[src/rtl/step_ctrl.sv]
// Turns debounced press pulses into single-step or run/halt toggles using an m_f-tick double-press window.
// Outputs are registered, one clk after the deciding press or tick. There is no backpressure; presses in HOLD are dropped.
module step_ctrl #(
  parameter int DBL_WINDOW = 250,
  parameter int HOLDOFF    = 100,
  parameter int CNT_W      = 9
) (
  input  logic       clk,
  input  logic       rst,
  input  logic       m_f,
  input  logic       press,
  output logic       step,
  output logic       run,
  output logic       run_tgl,
  output logic       busy,
  output logic [7:0] step_cnt
);

  typedef enum logic [1:0] {
    IDLE  = 2'd0,
    WAIT2 = 2'd1,
    HOLD  = 2'd2
  } state_t;

  localparam logic [CNT_W-1:0] WIN_LAST  = CNT_W'(DBL_WINDOW - 1);
  localparam logic [CNT_W-1:0] HOLD_LAST = CNT_W'(HOLDOFF - 1);

  state_t           state;
  logic [CNT_W-1:0] cnt;

  always_ff @(posedge clk) begin
    if (!rst) begin
      state    <= IDLE;
      cnt      <= '0;
      step     <= 1'b0;
      run      <= 1'b0;
      run_tgl  <= 1'b0;
      busy     <= 1'b0;
      step_cnt <= '0;
    end else begin
      step    <= 1'b0;
      run_tgl <= 1'b0;
      case (state)
        IDLE: begin
          cnt <= '0;
          if (press) begin
            state <= WAIT2;
            busy  <= 1'b1;
          end
        end
        WAIT2: begin
          // A press on the timeout tick still counts as the second press.
          if (press) begin
            run     <= ~run;
            run_tgl <= 1'b1;
            cnt     <= '0;
            state   <= HOLD;
          end else if (m_f) begin
            if (cnt == WIN_LAST) begin
              cnt   <= '0;
              state <= IDLE;
              busy  <= 1'b0;
              if (run) begin
                run     <= 1'b0;
                run_tgl <= 1'b1;
              end else begin
                step     <= 1'b1;
                step_cnt <= step_cnt + 8'd1;
              end
            end else begin
              cnt <= cnt + CNT_W'(1);
            end
          end
        end
        HOLD: begin
          if (m_f) begin
            if (cnt == HOLD_LAST) begin
              cnt   <= '0;
              state <= IDLE;
              busy  <= 1'b0;
            end else begin
              cnt <= cnt + CNT_W'(1);
            end
          end
        end
        default: begin
          state <= IDLE;
          cnt   <= '0;
          busy  <= 1'b0;
        end
      endcase
    end
  end

endmodule

[config.mk]
export PLATFORM = sky130hd
export DESIGN_NAME = step_ctrl
export DESIGN_NICKNAME = d
export VERILOG_FILES = /design/src/rtl/step_ctrl.sv
export SDC_FILE = /design/constraint.sdc
export NUM_CORES = 1
export LEC_CHECK = 0
export ABC_AREA = 1
export BUFFER_PORTS_ARGS = -buffer_cell sky130_fd_sc_hd__buf_2
export CAP_MARGIN = 10
export CORE_MARGIN = 2
export CORE_UTILIZATION = 50
export DETAILED_ROUTE_END_ITERATION = 7
export PLACE_DENSITY_LB_ADDON = 0.08
export SETUP_SLACK_MARGIN = 0.3
export SYNTH_ARGS = -nofsm -noshare
export SYNTH_HDL_FRONTEND = slang
export SYNTH_SLANG_ARGS = --single-unit
[constraint.sdc]
create_clock -name clk -period 1.9 [get_ports clk]
set_input_delay 0.095 -clock clk [delete_from_list [all_inputs] [get_ports clk]]
set_output_delay 0.095 -clock clk [all_outputs]
set_load 0.03 [all_outputs]
# Word-level counts from Yosys, hierarchy flattened

Cells that the tools add are included.

Register bits after elaboration: 23
Word-level logic and storage cells: 63
Input port bits: 4
Output and inout bits: 12

$add $sub $neg: 2
Bitwise logic cells: 6
Reductions and logical operators: 10
Equal/unequal tests: 12
Multiplexer cells: 26

Operators with widths:

| kind                  | number |
|---|---|
| $mux W9               | 5 |
| $pmux W9 S2           | 1 |
| $mux W1               | 12 |
| $mux W2               | 6 |
| $ne A2 B2 Y1 const B  | 6 |
| $reduce_and A5 Y1     | 2 |
| $add A9 B1 Y9 const B | 1 |
| $eq A9 B7 Y1 const B  | 1 |
| $eq A9 B8 Y1 const B  | 1 |
| $add A8 B1 Y8 const B | 1 |
| $ne A3 B3 Y1 const B  | 2 |
| $not A1 Y1            | 6 |
| $pmux W2 S3           | 1 |
| $reduce_and A6 Y1     | 1 |
| $reduce_or A5 Y1      | 1 |
| $reduce_and A2 Y1     | 2 |
| $reduce_bool A2 Y1    | 2 |
| $pmux W1 S3           | 1 |
| $reduce_and A3 Y1     | 1 |
| $eq A2 B1 Y1 const B  | 1 |
| $eq A2 B2 Y1 const B  | 1 |
| $logic_not A2 Y1      | 1 |

# Logic depth before layout (Yosys ltp)

Gate-level depths: netlist of run 1.

Depth after elaboration: 5
Mapped depth: 11
Gate-level depth less buffers: 11

# Worst setup path after synthesis of run 1

No wires, ideal clock.

Path kind: reg-to-reg
Start: register state[1]
End: register step_cnt[5]
Cell stages (with the launch flop): 10
Buffers on the path: 0
Slack: 0.489 ns
Data required time: 1.783 ns
Period minus slack after synthesis: 1.411 ns
Arrival time: 1.294 ns
Setup time: 0.117 ns
Cells stage by stage: dfxtp_1 > inv_1 > ha_1 > inv_1 > nor2_1 > nand2_1 > inv_1 > nand4_4 > o21ai_0 > nor2_1

Longest elaborated chain between the ends: 2

RTL lines:

| element                            | line | RTL |
|---|---|---|
| start: declaration                 | 28   | `state_t state;` |
| start signal: assignment           | 33   | `state <= IDLE;` |
| start signal: assignment           | 47   | `state <= WAIT2;` |
| start signal: assignment           | 57   | `state <= HOLD;` |
| $eq A2 B1 Y1                       | 43   | `case (state)` |
| $reduce_and A5 Y1 (no source line) | -    |  |
| end signal: assignment             | 68   | `step_cnt <= step_cnt + 8'd1;` |
| end: declaration                   | 16   | `output logic [7:0] step_cnt` |

Every way passes these cells.
A chain may end at the register's enable or synchronous reset.

# Final worst setup path of run 1

Start: register state[0]
End: register cnt[7]

Longest elaborated chain between the ends: 3
Elaborated cells on any way between the ends: 6
Those cells by class: 4 x eq/ne; 1 x mux; 1 x reduce/logical

RTL lines:

| element                                                              | line | RTL |
|---|---|---|
| $eq A2 B1 Y1 / $eq A2 B2 Y1 (equally long branches)                  | 43   |  |
| $ne A3 B3 Y1 (no source line) / $ne A2 B2 Y1 (equally long branches) | -    |  |
| $reduce_and A2 Y1 (no source line)                                   | -    |  |
| end signal: assignment                                               | 71   | `cnt <= cnt + CNT_W'(1);` |
| end signal: assignment                                               | 82   | `cnt <= cnt + CNT_W'(1);` |
| end: declaration                                                     | 29   | `logic [CNT_W-1:0] cnt;` |

Several ways; a longest one is shown, not always the timed one.

==> impl_metrics.json, run 1 <==
{
  "synth_cell_types": 24,
  "ir_drop_uv": 560.1,
  "finalSetupViolations": 0,
  "via_per_inst": 5.072,
  "status": "finished, final reports clean",
  "gp_congestion": 0.8063,
  "start_util": 0.5377,
  "die_area_mm2": 0.003145,
  "post_drt_wl_per_cell_um": 11.36,
  "required_ns": 2.15,
  "tightest_slew_ns": 0.3897,
  "syn-num-nets": 212,
  "io_buffers": 15,
  "synth_area_mm2": 0.001356,
  "power_leakage_nw": 0.6834,
  "h-tree-depth": 1,
  "finalHoldViolCount": 0,
  "swShare": 0.4140,
  "numCtsBuffers": 3,
  "die_x_um": 56.08,
  "fmax_mhz": 683.2,
  "p_clk_frac": 0.173,
  "die_h_um": 56.08,
  "place_hpwl_um": 2094,
  "grtUsageTotal": 0.1982,
  "clock_path_buffers": 2,
  "antenna_found_initial": 0,
  "tns_ns": 0,
  "critPathArrivalTime_ns": 1.72,
  "hold_class": "in -> reg",
  "power.switching_w": 0.0005650,
  "dr.pass1.iters": 4,
  "drt.antenna.violating_nets": 0,
  "yosysSeqAreaShare": 0.3395,
  "place_area_mm2": 0.001461,
  "ys_seq_elements": 23,
  "num_antenna_cells": 0,
  "max_cap_violations": 0,
  "min_period_ns": 1.464,
  "cp_max_fo": 7,
  "num_io_pins": 16,
  "nets": 233,
  "rsz0062_at_grt": "false",
  "pwr-share-seq": 0.409,
  "fin_crit_sh": 0.7704,
  "drt_iter0_drc": 41,
  "tritoncts": "yes",
  "row_count": 18,
  "endpoint_kind": "flop",
  "core-area_mm2": 0.002522,
  "grt_first_pass_wirelength_um": 4968,
  "stdcell_area_mm2": 0.001554,
  "setup.worst_path.class": "reg -> reg",
  "syn_avg_cell_area_um2": 6.748,
  "drive_gt1_frac": 0.2172,
  "drc": 0,
  "finalClockSkew_ns": 0.008557,
  "cp-start-kind": "flop",
  "finalWirelength_um": 2852,
  "power_frac_comb": 0.417,
  "maxSlewHeadroom": 0.7399,
  "cts.clk_slew.worst_paths_ns": 0.13,
  "clock-sinks": 23,
  "vias": 1273,
  "grt_max_degree": 13,
  "overflow": 0,
  "yosysWarningCount": 0,
  "postSynthCellCount": 201,
  "grt_pass1_vias": 1145,
  "powerDensity_mw_per_mm2": 878.3,
  "syn_to_final_growth_pct": 14.58,
  "p_int_w": 0.0007999,
  "clk_latency_ns": 0.32,
  "clk_root_buffer_cell": "clkbuf_4",
  "slew_violations": 0
}
[path summary, 6_finish.rpt]
check / slack [ns] / cells past startpoint / startpoint / end
hold / removal: 0.08 / 3 / press / run_tgl
setup / recovery: 0.44 / 9 / state[0] / cnt[7]
setup reg to reg: 0.44 / 9 / state[0] / cnt[7]
hold reg to reg: 0.49 / 1 / run / run
[cell usage in the layout (no fill, tap or decap)]
master    Yosys  layout
clkbuf_1      2       1
inv_4         0       1
ha_2          0       1
inv_2         1       2
nor3_1        1       1
nand2_2       7       7
nor3b_1       1       1
clkinv_4      1       1
nand4_4       1       1
nand4_1       2       2
nand3_1       8       8
o21ai_0       3       2
a21oi_2       1       1
a21oi_1      11      11
nor2_4        2       2
nand2_1      61      60
xor2_1        8       7
clkbuf_4      0       3
buf_4         0       2
xnor2_1       1       1
inv_1        24      22
nand2_4       1       2
xor2_2        0       1
ha_4          0       1
nand4_2       0       1
buf_2         0      15
o21ai_1       1       2
ha_1          7       5
dfxtp_1      23      20
nor2_1       31      30
nand3_2       2       2
nor2_2        1       2
dfxtp_2       0       3
[power by group through the flow]
| stage | Combinational, W | Sequential, W | Clock [W] |
|---|---|---|---|
| after floorplan | 0.000395 | 0.000585 | 0 |
| after global placement | 0.000510 | 0.000560 | 0 |
| after detailed placement | 0.000522 | 0.000561 | 0 |
| after CTS | 0.000531 | 0.000550 | 0.000244 |
| after global routing | 0.000652 | 0.000563 | 0.000262 |
| final | 0.000570 | 0.000558 | 0.000237 |
[cells by family after synthesis]
| group | synth area share |
|---|---|
| and+or+nand+nor | 0.3948 |
| buffers and inverters | 0.08118 |
| DFF | 0.3395 |
| AOI/OAI and AO/OA | 0.06180 |
| xor gates and xnor gates | 0.05812 |
| adders and majority gates | 0.06457 |
[cell usage after synthesis, drive strengths merged]
| master | n | area [µm²] |
|---|---|---|
| a21oi | 12 | 63.81 |
| clkbuf | 2 | 7.510 |
| clkinv | 1 | 8.760 |
| dfxtp | 23 | 460.4 |
| ha | 7 | 87.58 |
| inv | 25 | 93.84 |
| nand2 | 69 | 284.0 |
| nand3 | 10 | 60.06 |
| nand4 | 3 | 33.78 |
| nor2 | 34 | 145.1 |
| nor3 | 1 | 5.000 |
| nor3b | 1 | 7.510 |
| o21ai | 4 | 20.01 |
| xnor2 | 1 | 8.760 |
| xor2 | 8 | 70.07 |
[layout make-up]
type / count / area [µm²]
multi-input cells: 151 / 830.8
inverters: 26 / 105.1
well taps: 30 / 37.54
repair buffers: 17 / 90.09
fillers: 245 / 968.4
clock buffers: 4 / 26.28
flip-flops and latches: 23 / 464.2
[stage by stage]
stage / power (W) / utilization / instances / hold WS (ns) / setup slack [ns]
floorplan: 0.0009798 / - / 201 / 0.2633 / 0.4890
global placement: 0.001070 / 0.5794 / 244 / 0.4144 / 0.3324
detailed placement: 0.001083 / 0.5794 / 244 / 0.4189 / 0.2772
CTS: 0.001325 / 0.5957 / 249 / 0.06813 / 0.3074
global route: 0.001477 / 0.6161 / 251 / 0.07830 / 0.2867
finish: 0.001365 / 0.6161 / 251 / 0.08123 / 0.4362
[per-layer routing]
metal	track usage	part of all wire
met4	0.09184	0.019
met2	0.3311	0.51
met3	0.03256	0.036
met1	0.2475	0.43
met5	0	0
[sequential cells by signal (all words and copies together) (netlist names)]
register / flops
busy: 1
cnt: 9
run: 1
run_tgl: 1
state: 2
step: 1
step_cnt: 8
[critical path, stage by stage (launching register included)]
cell and delay, ns:
dfxtp_2 0.38, inv_1 0.09, ha_2 0.22, nand2_2 0.10, nand2_4 0.09, inv_4 0.09, nand2_1 0.10, nor2_1 0.12
nand2_1 0.05, a21oi_1 0.14
[repair_timing]
item	in CTS	in global routing
setup buffers	0	2
endpoints found under the setup margin	6	17
gates cloned	1	0
hold endpoints to repair	0	0
hold buffers	0	0
pin swaps	0	1
resized for setup	2	12
(Power assumes the default switching activity.)
==> inputs of run 2 (changes only) <==
Clock period 1.9 ns to 1.4 ns, I/O delays scaled along.
==> run 2 against run 1 <==
  * The run now ends with negative setup slack left
  * Critical path depth stayed put
  * Combinational power rose by 100%
  * Non-clock buffer count rose by 14
  * Die area is the same
  * Design area rose by 17%
  * Global-route usage up 2.3 points
  * Worst hold slack lost 0.020 ns
  * Fmax is 3.7% higher
  * Clock skew fell by 0.0040 ns
  * Sequential power is 41% higher
  * Critical endpoint is now step_cnt[7]
==> impl_metrics.json, run 2 (same netlist as run 1, synthesis figures left out) <==
{
  "grt_max_degree": 13,
  "grtUsageTotal": 0.2216,
  "h-tree-depth": 1,
  "antenna_found_initial": 0,
  "overflow": 0,
  "core-area_mm2": 0.002522,
  "clock_path_buffers": 2,
  "power_leakage_nw": 0.7899,
  "slew_violations": 0,
  "rr_startpoint": "cnt[1]",
  "largestRegisters": "cnt: 9 flops, step_cnt: 8 flops, state: 2 flops",
  "finalWorstSetupSlack_ns": -0.01210,
  "clock-sinks": 23,
  "largest_reg_flops": 9,
  "place_area_mm2": 0.001588,
  "ff2ff_setup_slack_ns": -0.01,
  "start_util": 0.5377,
  "finalSetupViolations": 3,
  "grt_pass1_vias": 1330,
  "hold_class": "in -> reg",
  "numCtsBuffers": 3,
  "tritoncts": "yes",
  "ir_drop_uv": 1424,
  "nets": 247,
  "finalClockSkew_ns": 0.004552,
  "cp_max_fo": 7,
  "critical_path.startpoint": "cnt[1]",
  "die_area_mm2": 0.003145,
  "syn_to_final_growth_pct": 34.23,
  "required_ns": 1.65,
  "clk_latency_ns": 0.32,
  "tightest_slew_ns": 0.5011,
  "fin_crit_sh": 1.009,
  "io_buffers": 15,
  "path_cells": "inv_2 -> ha_4 -> nand2_4 -> nor2_4 -> buf_6 -> nand4_4 -> clkinv_4 -> nand2_1 -> a21oi_1",
  "clk_root_buffer_cell": "clkbuf_4",
  "cts_hold_buf": 0,
  "gp_congestion": 0.8000,
  "rsz0062_at_grt": "true",
  "slowest_delay_ns": 0.38,
  "die_h_um": 56.08,
  "fmax_mhz": 708.2,
  "cpMaxStageDelayCell": "dfxtp_4",
  "maxSlewHeadroom": 0.6656,
  "num_io_pins": 16,
  "finalHoldViolCount": 0,
  "row_count": 18,
  "min_from": "rst",
  "place_ws_ns": -0.02442,
  "drt.antenna.violating_nets": 0,
  "max_cap_violations": 0,
  "setup.worst_path.class": "reg -> reg",
  "nFillCells": 219,
  "tns_ns": -0.02139,
  "cp-start-kind": "flop",
  "drive_gt1_frac": 0.3957,
  "via_per_inst": 5.155,
  "place_hpwl_um": 2215,
  "violations": "negative setup slack",
  "critPathArrivalTime_ns": 1.66,
  "stdcell_area_mm2": 0.001821,
  "die_x_um": 56.08,
  "mostFrequentLayoutCells": "nand2_1 (53), nor2_1 (25), inv_1 (18), buf_2 (15), dfxtp_1 (14)",
  "status": "complete, but fails checks",
  "finalWirelength_um": 3350,
  "endpoint_kind": "flop",
  "drc": 0,
  "holdWs_ns": 0.06158,
  "drt_iter0_drc": 33,
  "post_drt_wl_per_cell_um": 12.64,
  "dr.pass1.iters": 4,
  "final_common_cell": "nand2_1",
  "num_antenna_cells": 0,
  "vias": 1366,
  "final_core_util": 0.7217,
  "cts.clk_slew.worst_paths_ns": 0.13,
  "min_period_ns": 1.412,
  "grt_first_pass_wirelength_um": 5533,
  "top_register": "cnt",
  "powerDensity_mw_per_mm2": 1238
}
-- run 2: cell types whose count changed in the layout (fill, tap and decap cells not counted), moves of 4 or more --
cell / change
a21oi_1: -4
a21oi_2: +4
buf_4: +10
dfxtp_1: -6
dfxtp_2: +4
inv_1: -4
nand2_1: -7
nand2_2: +4
nor2_1: -5
-- run 2: layout make-up --
type,count,area (µm²),share of cell area
inverters,26,110.1,0.06048
multi-input cells,151,950.9,0.5223
clock buffers,4,26.28,0.01443
repair buffers,31,219.0,0.1203
well taps,30,37.54,0.02062
flip-flops and latches,23,476.7,0.2619
-- run 2: final timing paths --
check	to	cells past startpoint
max	step_cnt[7]	9
min	state[0]	3
max reg2reg	step_cnt[7]	9
min reg2reg	busy	2
-- run 2: metal layers --
layer / vias up / track usage / wire (µm)
li1: 692 / - / -
met1: 638 / 0.2454 / 1416
met2: 26 / 0.3966 / 1775
met3: 10 / 0.03256 / 88
met4: 0 / 0.1293 / 70
met5: - / 0 / 0
-- run 2: what timing repair did --
item                                    CTS  global route
cloned                                    1             0
gates resized for setup                  12            18
pin swaps                                19            15
setup buffers                             9             1
endpoints found under the setup margin   23            23
-- run 2: metrics by stage --
step / total power (W) / cells
after floorplan: 0.001456 / 201
after global placement: 0.001622 / 250
after detailed placement: 0.001641 / 250
after CTS: 0.002136 / 264
after global routing: 0.002397 / 265
final: 0.002253 / 265
-- run 2: where the power goes --
part | leakage [nW] | internal (W) | switching [W]
Clock | 0.0150 | 0.000111 | 0.000208
Sequential | 0.191 | 0.000722 | 0.0000637
Combinational | 0.584 | 0.000463 | 0.000685
Total | 0.790 | 0.00130 | 0.000957
-- run 2: worst max-delay path: cells and delay by family (launching register included) --
family          cells  cell delay (ns)
buf+inv             3             0.30
simple gates        4             0.41
flops               1             0.38
fa+ha+maj           1             0.13
compound gates      1             0.11
==> inputs of run 3 (changes only) <==
Settings changed: RECOVER_POWER set to 100.
==> run 3 against run 2 <==
  * The flow still finishes with violations (negative setup slack)
  * Critical endpoint unchanged
  * Design area fell by 0.83%
  * Utilization fell by 0.60 points
  * Critical path depth did not move
==> impl_metrics.json, run 3 (same netlist as run 1, synthesis figures left out) <==
{
  "status": "complete, but fails checks",
  "violations": "negative setup slack",
  "slowest_delay_ns": 0.38,
  "grt_pass1_vias": 1330,
  "grtUsageTotal": 0.2216,
  "die_h_um": 56.08,
  "drt.antenna.violating_nets": 0,
  "cp-start-kind": "flop",
  "cp_max_fo": 7,
  "clock-sinks": 23,
  "cts.clk_slew.worst_paths_ns": 0.13,
  "slew_violations": 0,
  "fmax_mhz": 709.1,
  "overflow": 0,
  "syn_to_final_growth_pct": 33.12,
  "post_drt_wl_per_cell_um": 12.56,
  "final_common_cell": "nand2_1",
  "maxSlewHeadroom": 0.6686,
  "h-tree-depth": 1,
  "power_leakage_nw": 0.7380,
  "gp_congestion": 0.8000,
  "fin_crit_sh": 1.007,
  "numCtsBuffers": 3,
  "antenna_found_initial": 0,
  "num_antenna_cells": 0,
  "core-area_mm2": 0.002522,
  "start_util": 0.5377,
  "clock_path_buffers": 2,
  "tns_ns": -0.01029,
  "min_period_ns": 1.410,
  "drc": 0,
  "io_buffers": 15,
  "die_x_um": 56.08,
  "multi_input_comb_area_um2": 950.9,
  "place_area_mm2": 0.001588,
  "largest_reg_flops": 9,
  "vias": 1370,
  "num_io_pins": 16,
  "stdcell_area_mm2": 0.001805,
  "top_register": "cnt",
  "tightest_slew_ns": 0.4965,
  "hold_class": "in -> reg",
  "mostFrequentLayoutCells": "nand2_1 (53), nor2_1 (25), inv_1 (18), dfxtp_1 (14), clkbuf_1 (13)",
  "largestRegisters": "cnt: 9 flops, step_cnt: 8 flops, state: 2 flops",
  "tritoncts": "yes",
  "max_cap_violations": 0,
  "path_cells": "inv_2 -> ha_4 -> nand2_4 -> nor2_4 -> buf_6 -> nand4_4 -> clkinv_4 -> nand2_1 -> a21oi_1",
  "rsz0062_at_grt": "true",
  "nFillCells": 218,
  "required_ns": 1.65,
  "register_area_um2": 476.7,
  "finalClockSkew_ns": 0.005703,
  "nets": 247,
  "dr.pass1.iters": 4,
  "setup.worst_path.class": "reg -> reg",
  "holdWs_ns": 0.06046,
  "endpoint_kind": "flop",
  "drive_gt1_frac": 0.3447,
  "total_power_w": 0.002245,
  "critPathArrivalTime_ns": 1.66,
  "finalSetupViolations": 1,
  "die_area_mm2": 0.003145,
  "row_count": 18,
  "drt_iter0_drc": 33,
  "powerDensity_mw_per_mm2": 1243,
  "finalWirelength_um": 3328,
  "clk_latency_ns": 0.32,
  "grt_max_degree": 13,
  "ir_drop_uv": 1397,
  "finalWorstSetupSlack_ns": -0.01029,
  "via_per_inst": 5.170,
  "ff2ff_setup_slack_ns": -0.01,
  "grt_first_pass_wirelength_um": 5533,
  "place_hpwl_um": 2215,
  "cpMaxStageDelayCell": "dfxtp_4",
  "finalHoldViolCount": 0,
  "clk_root_buffer_cell": "clkbuf_4"
}
[run 3: cell count changes in the layout (fill, tap and decap cells not counted), sizes merged]
cell,previous run,this run
clkbuf,4,16
buf,31,19
[run 3: metrics by stage]
| step | instances | util | worst slack, ns |
|---|---|---|---|
| 6_report | 265 | 0.7158 | -0.01029 |
| 5_1_grt | 265 | 0.7158 | -0.09216 |
| 4_1_cts | 264 | 0.6944 | 0.002519 |
| 3_5_place_dp | 250 | 0.6295 | -0.02442 |
| 3_3_place_gp | 250 | 0.6295 | 0.03459 |
| 2_1_floorplan | 201 | - | 0.1048 |
[run 3: per-layer routing]
metal / GRT usage / part of all wire
met1: 0.2454 / 0.42
met2: 0.3966 / 0.53
met3: 0.03256 / 0.030
met4: 0.1293 / 0.021
met5: 0 / 0
[run 3: final cells by class]
cell class              count  share of cell area
flip-flops and latches     23              0.2640
clock buffers               4             0.01455
well taps                  30             0.02079
multi-input cells         151              0.5267
inverters                  26             0.06098
repair buffers             31              0.1130
[run 3: final timing paths]
path                 end    from  cells after the start
max          step_cnt[7]  cnt[1]                      9
min             state[0]     rst                      3
max reg2reg  step_cnt[7]  cnt[1]                      9
min reg2reg         busy    busy                      2
[run 3: what timing repair did]
item / 4_1_cts / 5_1_grt
hold buffers: 0 / 0
cloned: 1 / 0
endpoints found under the setup margin: 23 / 23
pin swaps: 19 / 15
resized for setup: 12 / 18
buffers inserted: 9 / 1
[run 3: critical path, delay by kind of cell, from the launching register on]
family | cells | cell delay, ns
adder cells (fa/ha/maj) | 1 | 0.13
AO/OA/AOI/OAI | 1 | 0.11
flip-flops | 1 | 0.38
AND/OR/NAND/NOR | 4 | 0.41
buffers and inverters | 3 | 0.30
[run 3: power breakdown]
| group | leakage [nW] | switching, W | internal [W] |
|---|---|---|---|
| clock | 0.0150 | 0.000210 | 0.000111 |
| sequential | 0.191 | 0.0000643 | 0.000722 |
| combinational | 0.532 | 0.000680 | 0.000457 |
